--- src/rtl/ctrl_pkg.sv ---
// Shared opcodes, ALUOp encodings and stage control bundles for the pipelined control unit.
// The optional illegal-opcode trap in ctrl_pipe_unit is enabled with CTRL_ILLEGAL_TRAP_EN.
package ctrl_pkg;

    localparam int DEF_OPCODE_W = 6;
    localparam int DEF_ALUOP_W  = 3;
    localparam int DEF_REG_W    = 5;

    localparam logic [DEF_OPCODE_W-1:0] OP_RTYPE = 6'b000000;
    localparam logic [DEF_OPCODE_W-1:0] OP_ADDI  = 6'b001000;
    localparam logic [DEF_OPCODE_W-1:0] OP_ANDI  = 6'b001100;
    localparam logic [DEF_OPCODE_W-1:0] OP_ORI   = 6'b001101;
    localparam logic [DEF_OPCODE_W-1:0] OP_SLTI  = 6'b001010;
    localparam logic [DEF_OPCODE_W-1:0] OP_LW    = 6'b100011;
    localparam logic [DEF_OPCODE_W-1:0] OP_SW    = 6'b101011;
    localparam logic [DEF_OPCODE_W-1:0] OP_BEQ   = 6'b000100;
    localparam logic [DEF_OPCODE_W-1:0] OP_BNE   = 6'b000101;
    localparam logic [DEF_OPCODE_W-1:0] OP_J     = 6'b000010;

    localparam logic [DEF_ALUOP_W-1:0] ALU_ADD   = 3'b000;
    localparam logic [DEF_ALUOP_W-1:0] ALU_SUB   = 3'b001;
    localparam logic [DEF_ALUOP_W-1:0] ALU_FUNCT = 3'b010;
    localparam logic [DEF_ALUOP_W-1:0] ALU_AND   = 3'b011;
    localparam logic [DEF_ALUOP_W-1:0] ALU_OR    = 3'b100;
    localparam logic [DEF_ALUOP_W-1:0] ALU_SLT   = 3'b101;

    typedef struct packed {
        logic                   reg_dst;
        logic                   alu_src;
        logic                   branch;
        logic                   branch_ne;
        logic                   jump;
        logic [DEF_ALUOP_W-1:0] alu_op;
    } ex_ctrl_t;

    typedef struct packed {
        logic mem_read;
        logic mem_write;
    } mem_ctrl_t;

    typedef struct packed {
        logic reg_write;
        logic mem_to_reg;
    } wb_ctrl_t;

    typedef struct packed {
        ex_ctrl_t  ex;
        mem_ctrl_t mem;
        wb_ctrl_t  wb;
    } ctrl_bundle_t;

    localparam ctrl_bundle_t CTRL_BUBBLE = '0;

    function automatic logic opcode_defined(input logic [DEF_OPCODE_W-1:0] op);
        case (op)
            OP_RTYPE, OP_ADDI, OP_ANDI, OP_ORI, OP_SLTI,
            OP_LW, OP_SW, OP_BEQ, OP_BNE, OP_J: opcode_defined = 1'b1;
            default:                            opcode_defined = 1'b0;
        endcase
    endfunction

endpackage

--- src/rtl/ctrl_decode.sv ---
// Pure combinational opcode-to-control-bundle decoder; undefined opcodes decode to a NOP bundle.
module ctrl_decode
    import ctrl_pkg::*;
(
    input  logic [DEF_OPCODE_W-1:0] opcode,
    output ctrl_bundle_t            ctrl
);

    always_comb begin
        ctrl = CTRL_BUBBLE;
        case (opcode)
            OP_RTYPE: begin
                ctrl.ex.reg_dst   = 1'b1;
                ctrl.ex.alu_op    = ALU_FUNCT;
                ctrl.wb.reg_write = 1'b1;
            end
            OP_ADDI: begin
                ctrl.ex.alu_src   = 1'b1;
                ctrl.ex.alu_op    = ALU_ADD;
                ctrl.wb.reg_write = 1'b1;
            end
            OP_ANDI: begin
                ctrl.ex.alu_src   = 1'b1;
                ctrl.ex.alu_op    = ALU_AND;
                ctrl.wb.reg_write = 1'b1;
            end
            OP_ORI: begin
                ctrl.ex.alu_src   = 1'b1;
                ctrl.ex.alu_op    = ALU_OR;
                ctrl.wb.reg_write = 1'b1;
            end
            OP_SLTI: begin
                ctrl.ex.alu_src   = 1'b1;
                ctrl.ex.alu_op    = ALU_SLT;
                ctrl.wb.reg_write = 1'b1;
            end
            OP_LW: begin
                ctrl.ex.alu_src    = 1'b1;
                ctrl.ex.alu_op     = ALU_ADD;
                ctrl.mem.mem_read  = 1'b1;
                ctrl.wb.mem_to_reg = 1'b1;
                ctrl.wb.reg_write  = 1'b1;
            end
            OP_SW: begin
                ctrl.ex.alu_src    = 1'b1;
                ctrl.ex.alu_op     = ALU_ADD;
                ctrl.mem.mem_write = 1'b1;
            end
            OP_BEQ: begin
                ctrl.ex.branch = 1'b1;
                ctrl.ex.alu_op = ALU_SUB;
            end
            OP_BNE: begin
                ctrl.ex.branch_ne = 1'b1;
                ctrl.ex.alu_op    = ALU_SUB;
            end
            OP_J: begin
                ctrl.ex.jump = 1'b1;
            end
            default: ctrl = CTRL_BUBBLE;
        endcase
    end

endmodule

--- src/rtl/ctrl_pipe_unit.sv ---
// Pipelined main control: decodes ID, carries controls through ID/EX, EX/MEM, MEM/WB and detects load-use hazards.
// Define CTRL_ILLEGAL_TRAP_EN to add the illegal_sticky output that flags undefined opcodes.
module ctrl_pipe_unit
    import ctrl_pkg::*;
#(
    parameter int OPCODE_W = DEF_OPCODE_W,
    parameter int ALUOP_W  = DEF_ALUOP_W,
    parameter int REG_W    = DEF_REG_W
) (
    input  logic                clk,
    input  logic                rst_n,
    input  logic [OPCODE_W-1:0] id_opcode,
    input  logic                id_valid,
    input  logic [REG_W-1:0]    id_rs,
    input  logic [REG_W-1:0]    id_rt,
    input  logic                stall_in,
    input  logic                flush_in,
    output logic                hazard_out,
    output logic                ex_reg_dst,
    output logic                ex_alu_src,
    output logic                ex_branch,
    output logic                ex_branch_ne,
    output logic                ex_jump,
    output logic [ALUOP_W-1:0]  ex_alu_op,
    output logic                mem_read,
    output logic                mem_write,
    output logic                wb_reg_write,
    output logic                wb_mem_to_reg
`ifdef CTRL_ILLEGAL_TRAP_EN
    ,
    output logic                illegal_sticky
`endif
);

    ctrl_bundle_t    id_ctrl;
    ctrl_bundle_t    id_ex;
    ctrl_bundle_t    id_ex_next;
    logic [REG_W-1:0] ex_rt;
    logic [REG_W-1:0] ex_rt_next;
    mem_ctrl_t       ex_mem_mem;
    wb_ctrl_t        ex_mem_wb;
    wb_ctrl_t        mem_wb_wb;

    ctrl_decode u_decode (
        .opcode (id_opcode),
        .ctrl   (id_ctrl)
    );

    always_comb begin
        hazard_out = id_ex.mem.mem_read & (ex_rt != '0) &
                     ((ex_rt == id_rs) | (ex_rt == id_rt)) & id_valid;
    end

    // Flush, hazard, stall and an empty ID slot all collapse to the same bubble, so one bubble per cycle at most.
    always_comb begin
        id_ex_next = id_ctrl;
        ex_rt_next = id_rt;
        if (flush_in || hazard_out || stall_in || !id_valid) begin
            id_ex_next = CTRL_BUBBLE;
            ex_rt_next = '0;
        end
    end

    always_ff @(posedge clk) begin
        if (!rst_n) begin
            id_ex      <= CTRL_BUBBLE;
            ex_rt      <= '0;
            ex_mem_mem <= '0;
            ex_mem_wb  <= '0;
            mem_wb_wb  <= '0;
        end else begin
            id_ex      <= id_ex_next;
            ex_rt      <= ex_rt_next;
            ex_mem_mem <= id_ex.mem;
            ex_mem_wb  <= id_ex.wb;
            mem_wb_wb  <= ex_mem_wb;
        end
    end

`ifdef CTRL_ILLEGAL_TRAP_EN
    always_ff @(posedge clk) begin
        if (!rst_n) begin
            illegal_sticky <= 1'b0;
        end else if (id_valid && !flush_in && !opcode_defined(id_opcode)) begin
            illegal_sticky <= 1'b1;
        end
    end
`endif

    always_comb begin
        ex_reg_dst    = id_ex.ex.reg_dst;
        ex_alu_src    = id_ex.ex.alu_src;
        ex_branch     = id_ex.ex.branch;
        ex_branch_ne  = id_ex.ex.branch_ne;
        ex_jump       = id_ex.ex.jump;
        ex_alu_op     = id_ex.ex.alu_op;
        mem_read      = ex_mem_mem.mem_read;
        mem_write     = ex_mem_mem.mem_write;
        wb_reg_write  = mem_wb_wb.reg_write;
        wb_mem_to_reg = mem_wb_wb.mem_to_reg;
    end

endmodule
--- config.mk ---
export PLATFORM = sky130hd
export DESIGN_NAME = ctrl_pipe_unit
export DESIGN_NICKNAME = d
export VERILOG_FILES = /design/src/rtl/ctrl_pkg.sv /design/src/rtl/ctrl_decode.sv /design/src/rtl/ctrl_pipe_unit.sv
export SDC_FILE = /design/constraint.sdc
export NUM_CORES = 1
export LEC_CHECK = 0
export ABC_AREA = 1
export BUFFER_PORTS_ARGS = -buffer_cell sky130_fd_sc_hd__buf_4
export CAP_MARGIN = 30
export CELL_PAD_IN_SITES_DETAIL_PLACEMENT = 1
export CELL_PAD_IN_SITES_GLOBAL_PLACEMENT = 2
export CORE_MARGIN = 8
export CORE_UTILIZATION = 26
export DETAILED_ROUTE_END_ITERATION = 10
export GPL_ROUTABILITY_DRIVEN = 0
export GPL_TIMING_DRIVEN = 0
export PLACE_DENSITY_LB_ADDON = 0.1
export SYNTH_ARGS = -nofsm -noshare
export SYNTH_HDL_FRONTEND = slang
export SYNTH_SLANG_ARGS = --single-unit
--- constraint.sdc ---
create_clock -name clk -period 3.4 [get_ports clk]
set_input_delay 0.51 -clock clk [delete_from_list [all_inputs] [get_ports clk]]
set_output_delay 0.51 -clock clk [all_outputs]
set_load 0.03 [all_outputs]
==> metrics.md <==
| Metric | Value |
|---|---|
| Synth Area per Inst | 6.782 um2 |
| Total GRT Usage | 8.189% |
| Ys Warns | 0 |
| CORE AREA | 3390 um2 |
| Register bank with the most flops | ex_rt |
| CP Data Required Time | 2.89 ns |
| Worst r2r src | ex_rt[1] |
| Initial DRC Count | 17 |
| PortBufs | 33 |
| CP most frequent cell | nand2_1 |
| RSZ-0062 raised after global routing | false |
| Setup TNS | 0 ns |
| Setup violators final | 0 |
| Switching power | 0.0001004 W |
| Final Cell Area | 1269 um2 |
| Worst VDD drop | 0.1262 mV |
| WL/cell | 10.46 um |
| First-pass GRT wire length | 3.967 mm |
| Comb pwr share | 12.1% |
| Worst hold path endpoint | wb_reg_write |
| Status | finished, final reports clean |
| Critical-path cell list | inv_1, nand2_1, nand2_1, nor2_1, nand3_1, nand2_1, nand2_2, inv_1, buf_4 |
| Max Buffers Root-to-Sink | 2 |
| Worst-Skew Late Latency | 0.30 ns |
| Crit path time final | 1.921 ns |
| Area post-placement | 1241 um2 |
| Post-CTS sizing | 0 |
| Vias per inst | 4.072 |
| Sequential area share after synthesis | 44.92% |
| Routed WL | 2.312 mm |
| Slew margin rel. | 80.10% |
| Hold slack | 0.4226 ns |
| Fillers | 426 |
| Largest register FFs | 5 |
| Total clock sinks | 21 |
| Arr. time, crit path | 1.41 ns |
| Area Growth Syn to Fin | 35.56% |
| Hpwl dp | 1.929 mm |
| Initial antenna violation count | 0 |
| Area of the multi-input gates | 376.6 um2 |
| Final hold violation count | 0 |
| Largest net degree at the start of global routing | 13 |
| Die Ht | 76.00 um |
| Slowest library cell on the worst path | dfxtp_1 |
| FF-to-FF End | ex_alu_op[0] |
| Max Cap Viol | 0 |
| Syn Nets | 159 |
| TritonCTS clock tree | yes |
| Crit path max fanout | 4 |
| Worst Min Path Start | ex_mem_wb[1] |
| Crit path from | ex_rt[1] |
| # IOs | 34 |
| CTS hold repair buffers | 0 |
| R2R setup slack | 2.08 ns |
| Vias | 900 |
| Pre-Repair DR Iteration Count | 2 |
| Seq pwr share | 59.6% |
| Worst slew pin tran | 0.2974 ns |
| Fraction of layout cells with a size suffix above 1 | 25.71% |
| Post-Syn Instances | 138 |
| Clock power frac | 28.3% |
| Setup bufs post-CTS | 0 |
| Hold WC Path Type | flip-flop to flip-flop |
| Power per cell area | 328.4 nW/um2 |
| Fin nets | 197 |
| Worst setup SP type | flip-flop |
| Diode count | 0 |
| Die Wd | 76.00 um |
| Yosys reg bits | 21 |
| Max stage delay on crit path | 0.39 ns |
| FF+latch area | 420.4 um2 |
| Yosys cell types | 17 |
| Vias in the first global route | 942 |
| Pins Over Slew Limit | 0 |
| H-tree depth | 1 |
| Site Rows | 21 |
| Reg2Reg Depth | 10 |
| Mapped Area | 935.9 um2 |
| Final ANT Viol Nets | 0 |
| Kind of critical path | flip-flop to primary output |
| Num CTS Buffers | 3 |
| GRT overflow | 0 |
| FMAX | 520.6 MHz |
| Post-Route Skew | 0.003393 ns |
| Hold Path Depth | 2 |
| DRC | 0 |
| CP Capture Type | primary output |
| Root Buffer | clkbuf_4 |
| Clock transition at the registers of the reported paths | 0.12 ns |
| Int Power | 0.0003163 W |
| Initial core utilization | 27.61% |
| Final period util | 56.49% |
| Net Sw Frac | 24.09% |
| Leakage power | 0.6885 nW |
| Die ar. | 5775 um2 |
critical path, delay by kind of cell (launching register included):
| kind | cells | cell delay, ns |
|---|---|---|
| flip-flops | 1 | 0.39 |
| buffers and inverters | 3 | 0.27 |
| AND/OR/NAND/NOR | 6 | 0.46 |
Yosys cell counts (all sizes together):
| cell type | instances | area, um2 |
|---|---|---|
| nand2 | 33 | 133.9 |
| nand4 | 5 | 31.28 |
| nor3 | 1 | 5.000 |
| nand3 | 4 | 20.02 |
| o21ai | 3 | 15.01 |
| nor2 | 35 | 133.9 |
| buf | 4 | 37.53 |
| and3 | 1 | 7.510 |
| a21oi | 1 | 5.000 |
| xnor2 | 2 | 17.52 |
| nor3b | 1 | 7.510 |
| dfxtp | 21 | 420.4 |
| inv | 27 | 101.4 |
power by group through the flow:
stage	registers, W	logic (W)	clock network [W]
global placement	0.000254	0.0000495	0
detailed placement	0.000254	0.0000512	0
finish	0.000248	0.0000504	0.000118
floorplan	0.000254	0.0000222	0
CTS	0.000248	0.0000514	0.000125
global route	0.000249	0.0000566	0.000138
how the worst max path moves through the flow:
| stage | slack (ns) | end | depth (start not counted) |
|---|---|---|---|
| after global routing | 1.31 | hazard_out | 9 |
| after global placement | 1.58 | hazard_out | 9 |
| final | 1.48 | hazard_out | 9 |
| after floorplan | 1.77 | hazard_out | 8 |
| after detailed placement | 1.55 | hazard_out | 10 |
| after CTS | 1.43 | hazard_out | 9 |
cells in the final DEF, fill, tap and decap left out:
| cell type | instances |
|---|---|
| buf_4 | 36 |
| nor2_1 | 34 |
| nand2_1 | 31 |
| inv_1 | 27 |
| dfxtp_1 | 21 |
| nand4_1 | 5 |
| nand3_1 | 4 |
| o21ai_0 | 3 |
| clkbuf_4 | 3 |
| xnor2_1 | 2 |
| nand2_2 | 1 |
| a21oi_1 | 1 |
| and3_2 | 1 |
| nand2_4 | 1 |
| buf_8 | 1 |
| nor3_1 | 1 |
| nor3b_1 | 1 |
| nor2_2 | 1 |
| clkinv_2 | 1 |
cell families after synthesis:
group                  Yosys count  share of synthesized area, %
AO/OA/AOI/OAI                    4                         2.138
flip-flops                      21                         44.92
buffers and inverters           31                         14.84
XOR/XNOR                         2                         1.872
AND/OR/NAND/NOR                 80                         36.23
layout make-up:
type / count / share of cell area (%)
clock inverter: 1 / 0.3945
timing repair buffer: 33 / 19.53
inverter: 27 / 7.988
sequential: 21 / 33.14
clock buffer: 3 / 1.775
tap: 46 / 4.536
multi-input combinational: 86 / 29.68
buffer: 4 / 2.959
stage by stage:
step           instances  total power (W)  worst slack (ns)  util, %
4_1_cts              221        0.0004250             1.429    37.43
6_report             221        0.0004166             1.479    37.43
5_1_grt              221        0.0004435             1.306    37.43
3_5_place_dp         217        0.0003051             1.555    36.62
2_1_floorplan        138        0.0002762             1.772        -
3_3_place_gp         217        0.0003034             1.577    36.62
per-layer routing:
metal	track usage, %	routed length (um)	up-vias
li1	-	-	480
met2	13.80	1063	21
met3	3.538	147	2
met1	9.060	1081	397
met5	0	0	-
met4	2.353	20	0
Note: power is estimated with default switching activity, not from simulation.
